===== src/rtl/modn_updown_counter_pkg.sv =====
// Shared definitions for the modulo-N up/down counter family.
package modn_updown_counter_pkg;

  localparam logic DIR_UP   = 1'b1;
  localparam logic DIR_DOWN = 1'b0;

  // Count width for a given modulus, never narrower than one bit.
  function automatic int unsigned modn_width(input int unsigned modulus);
    int unsigned w;
    w = $clog2(modulus);
    return (w < 1) ? 1 : w;
  endfunction

endpackage


===== src/rtl/modn_updown_counter_if.sv =====
// Control and status bundle of one modulo-N counter stage.
interface modn_updown_counter_if
  import modn_updown_counter_pkg::*;
#(
  parameter int unsigned WIDTH = modn_width(5)
);

  logic             en;
  logic             up;
  logic             clr;
  logic             load;
  logic [WIDTH-1:0] load_val;
  logic             oneshot;
  logic [WIDTH-1:0] out;
  logic             tc;
  logic             done;
  logic             load_err;

  modport master (
    output en, up, clr, load, load_val, oneshot,
    input  out, tc, done, load_err
  );

  modport slave (
    input  en, up, clr, load, load_val, oneshot,
    output out, tc, done, load_err
  );

endinterface


===== src/rtl/modn_updown_counter.sv =====
// Parametrised modulo-N up/down counter with clear, load, one-shot mode
// and a combinational terminal count for cascading stages.
module modn_updown_counter
  import modn_updown_counter_pkg::*;
#(
  parameter int unsigned MODULUS = 5,
  parameter int unsigned WIDTH   = modn_width(MODULUS)
) (
  input logic                  clk,
  input logic                  reset,
  modn_updown_counter_if.slave bus
);

  localparam logic [WIDTH-1:0] MAX_VAL = WIDTH'(MODULUS - 1);

  logic [WIDTH-1:0] cnt_q;
  logic             done_q;
  logic             err_q;
  logic [WIDTH-1:0] term_val;
  logic             at_term;
  logic             load_over;

  // Wrap by explicit compare so power-of-two moduli behave like the rest.
  function automatic logic [WIDTH-1:0] step(input logic [WIDTH-1:0] cur, input logic dir);
    if (dir == DIR_UP) begin
      return (cur == MAX_VAL) ? '0 : cur + WIDTH'(1);
    end
    return (cur == '0) ? MAX_VAL : cur - WIDTH'(1);
  endfunction

  assign term_val  = (bus.up == DIR_UP) ? MAX_VAL : '0;
  assign at_term   = (cnt_q == term_val);
  assign load_over = (32'(bus.load_val) >= MODULUS);

  always_ff @(posedge clk or negedge reset) begin
    if (!reset) begin
      cnt_q  <= '0;
      done_q <= 1'b0;
      err_q  <= 1'b0;
    end else if (bus.clr) begin
      cnt_q  <= '0;
      done_q <= 1'b0;
      err_q  <= 1'b0;
    end else if (bus.load) begin
      cnt_q  <= load_over ? MAX_VAL : bus.load_val;
      err_q  <= load_over;
      done_q <= 1'b0;
    end else begin
      err_q <= 1'b0;
      // One-shot parks on the terminal value instead of wrapping.
      if (bus.en && !done_q) begin
        if (bus.oneshot && at_term) begin
          done_q <= 1'b1;
        end else begin
          cnt_q <= step(cnt_q, bus.up);
        end
      end
    end
  end

  assign bus.out      = cnt_q;
  assign bus.done     = done_q;
  assign bus.load_err = err_q;
  assign bus.tc       = bus.en & ~done_q & ~bus.clr & ~bus.load & at_term;

endmodule


===== src/flat_wrapper.sv =====
// flat-port wrapper written by rule: the top's interface ports become plain ports
module modn_updown_counter_flat import modn_updown_counter_pkg::*;
#(
  parameter int unsigned MODULUS = 5,
  parameter int unsigned WIDTH   = modn_width(MODULUS)
)
  (clk, reset, bus_en, bus_up, bus_clr, bus_load, bus_load_val, bus_oneshot, bus_out, bus_tc, bus_done, bus_load_err);
  modn_updown_counter_if #(.WIDTH(WIDTH)) bus_i ();
  input logic clk;
  input logic reset;
  input wire logic [$bits(bus_i.en)-1:0] bus_en;
  input wire logic [$bits(bus_i.up)-1:0] bus_up;
  input wire logic [$bits(bus_i.clr)-1:0] bus_clr;
  input wire logic [$bits(bus_i.load)-1:0] bus_load;
  input wire logic [$bits(bus_i.load_val)-1:0] bus_load_val;
  input wire logic [$bits(bus_i.oneshot)-1:0] bus_oneshot;
  output wire logic [$bits(bus_i.out)-1:0] bus_out;
  output wire logic [$bits(bus_i.tc)-1:0] bus_tc;
  output wire logic [$bits(bus_i.done)-1:0] bus_done;
  output wire logic [$bits(bus_i.load_err)-1:0] bus_load_err;
  assign bus_i.en = bus_en;
  assign bus_i.up = bus_up;
  assign bus_i.clr = bus_clr;
  assign bus_i.load = bus_load;
  assign bus_i.load_val = bus_load_val;
  assign bus_i.oneshot = bus_oneshot;
  assign bus_out = bus_i.out;
  assign bus_tc = bus_i.tc;
  assign bus_done = bus_i.done;
  assign bus_load_err = bus_i.load_err;
  modn_updown_counter #(.MODULUS(MODULUS), .WIDTH(WIDTH)) u_core (.clk(clk), .reset(reset), .bus(bus_i));
endmodule

===== config.mk =====
export PLATFORM = sky130hd
export DESIGN_NAME = modn_updown_counter_flat
export DESIGN_NICKNAME = d
export VERILOG_FILES = /design/src/rtl/modn_updown_counter_pkg.sv /design/src/rtl/modn_updown_counter_if.sv /design/src/rtl/modn_updown_counter.sv /design/src/flat_wrapper.sv
export SDC_FILE = /design/constraint.sdc
export NUM_CORES = 1
export LEC_CHECK = 0
export ABC_AREA = 1
export BUFFER_PORTS_ARGS = -buffer_cell sky130_fd_sc_hd__buf_4
export CAP_MARGIN = 10
export CORE_MARGIN = 3
export CORE_UTILIZATION = 28
export DETAILED_ROUTE_END_ITERATION = 12
export PLACE_DENSITY_LB_ADDON = 0.3
export RECOVER_POWER = 100
export SYNTH_ARGS = -nofsm -noshare
export SYNTH_HDL_FRONTEND = slang
export SYNTH_SLANG_ARGS = --single-unit
export TNS_END_PERCENT = 30

===== constraint.sdc =====
create_clock -name clk -period 2.5 [get_ports clk]
set_input_delay 0.5 -clock clk [delete_from_list [all_inputs] [get_ports clk]]
set_output_delay 0.5 -clock clk [all_outputs]
set_load 0.01 [all_outputs]

==> metrics.txt <==
gr ovfl total=0; Max Cap Viol=0; Synth Area in Simple Gates=0.342; final slew viol count=0; worst rel slew slack=0.810; Worst Setup End Kind=output port; f_max=450 MHz; row count=13; post-synthesis adder-cell area fraction=0.0870; Port Buffers=15; run status=completed; Finished Core Util=0.406; power per cell area=505 nW/µm²; Avg WL per Cell=9.69 µm; initial antenna violation count=0; Final Worst Setup Slack=0.275 ns; largest net degree at the start of global routing=8; Netlist Area Pre-Place=432 µm²; global-route usage over all layers=0.110; cell family with most CP delay=flip-flops; Layout fillers=166; Syn Area/Cell=6.74 µm²; via count=435; main area contributors after synthesis=dfrtp_1 (29%), nand2_1 (16%), ha_1 (8.7%), inv_1 (7.8%), nand3_2 (4.6%); hold_ws=0.0940 ns; Least-Margin Pin Slew=0.282 ns; clk_lat worst skew=0.24 ns; vias per cell=4.44; Worst path slowest cell=dfrtp_1; post-route minimum period=2.22 ns; Nets=97; diodes inserted=0; Detailed Routing Iterations Pass 1=4; placed cell areas=563 µm²; RSZ-0062 raised after global routing=no; total power=280 µW; register area share after synthesis=0.290; Core Footprint=1370 µm²; worst vdd ir=0.443 mV; CTS tree=done; CTS Sinks=5; final WL=950 µm; CP cell instances=inv_1 -> ha_1 -> a21boi_0 -> nand2_1 -> nor3_1 -> buf_4; final setup fails=0; CP peak stage delay=0.41 ns; CP Launch Type=flop; final cell count without fillers=98; Compound-Gate Fraction of Synth Area=0.159; mux cell area share after synthesis=0; final hold vios=0; clk slew on worst S/H paths=0.04 ns; Arr. time, crit path=1.72 ns; Chip Width=45.3 µm; dpl hpwl=816 µm; Synth warnings=0; vias in the first global route=398; fin crit share=0.890; Cells after Synth=64; Placer Congestion=0.760; critical path peak fanout=5; library cells used by synthesis=19; Post CTS Setup Buffer Count=0; largest family of logic cells by synthesized area=simple AND/OR/NAND/NOR gates; Initial Util=0.316; Root Buffer=clkbuf_4; 1st-iter DRT viols=11; Design Area, Final=554 µm²; # IOs=16; DIE AREA=2050 µm²; Syn-to-layout area delta=28.4%; post-synthesis register bit count=5; pre-CTS setup slack=0.675 ns; first-pass GRT wire length=1.62 mm; CTS buffer count=3; Synth area leader=dfrtp_1; Leak=0.306 nW; Yosys top cell area share=0.290; H-tree depth=1; die height=45.3 µm; WS Path Type=reg -> out; post-CTS resize count=0; CP required=2.00 ns; Worst Hold Class=in -> async; DR DRC count=0; CP bufs+invs=2; Post-Synth XOR/XNOR Area=0; post-route ant nets=0; syn nets=77; layout cells sized above 1=0.253; placed cells=94; Clock Path Buffers=2; clk_skew=0.00555 ns; Hold Buf Count CTS=0; final setup TNS=0 ns
==> power breakdown <==
| group | total (mW) | internal [mW] | leakage [nW] | switching (mW) |
|---|---|---|---|---|
| logic | 0.0908 | 0.0369 | 0.224 | 0.0539 |
| registers | 0.0971 | 0.0882 | 0.0665 | 0.00889 |
| clock network | 0.0920 | 0.0603 | 0.0150 | 0.0318 |
| total | 0.280 | 0.185 | 0.306 | 0.0945 |
==> cells in the mapped netlist, drive strengths merged <==
cell type / n
a21boi: 1
a21oi: 4
clkinv: 1
dfrtp: 5
ha: 3
inv: 13
nand2: 21
nand3: 5
nor2: 4
nor3: 1
o21ai: 4
o22ai: 1
or2: 1
==> registers in the layout (all words and copies together), names as in the netlist <==
name                 cells
u_core.bus.done          1
u_core.bus.load_err      1
u_core.bus.out           3
==> logic make-up (layout without fill, tap and decap cells) <==
group           after synthesis  count (layout)
compound gates               10              10
fa+ha+maj                     3               3
buf+inv                      14              33
flops                         5               5
simple gates                 32              32
==> cell usage in the layout (no fill, tap or decap), drive strengths merged <==
cell and instances:
nand2 21, inv 13, clkbuf 10, buf 9, dfrtp 5, nand3 5, nor2 4, a21oi 4
o21ai 4, ha 3, a21boi 1, nor3 1, clkinv 1, o22ai 1, or2 1
==> metal layers <==
metal  track usage  vias to the layer above  wire (µm)
li1              -                      237          -
met1         0.140                      184        451
met2         0.167                       14        434
met3        0.0598                        0         63
met4        0.0175                        0          0
met5             0                        -          0
==> final cells by class <==
type | instances | area [µm²] | share of cell area
Clock buffer | 4 | 26.3 | 0.0474
Tap cell | 15 | 18.8 | 0.0339
Sequential cell | 5 | 125 | 0.226
Timing Repair Buffer | 15 | 90.1 | 0.163
Multi-Input combinational cell | 45 | 241 | 0.436
Inverter | 14 | 52.6 | 0.0948
==> worst paths after layout <==
path	start	endpoint	slack, ns	depth (start not counted)
setup / recovery	u_core.bus.out[0]	bus_tc	0.28	6
hold / removal	reset	u_core.bus.out[1]	0.09	1
setup reg to reg	u_core.bus.out[0]	u_core.bus.out[2]	0.92	6
hold reg to reg	u_core.bus.out[1]	u_core.bus.out[1]	0.54	2
max in group asynchronous	reset	u_core.bus.done	2.20	1
min in group clk	bus_load_val[2]	u_core.bus.load_err	0.53	3
Note: power is estimated with default switching activity, not from simulation.
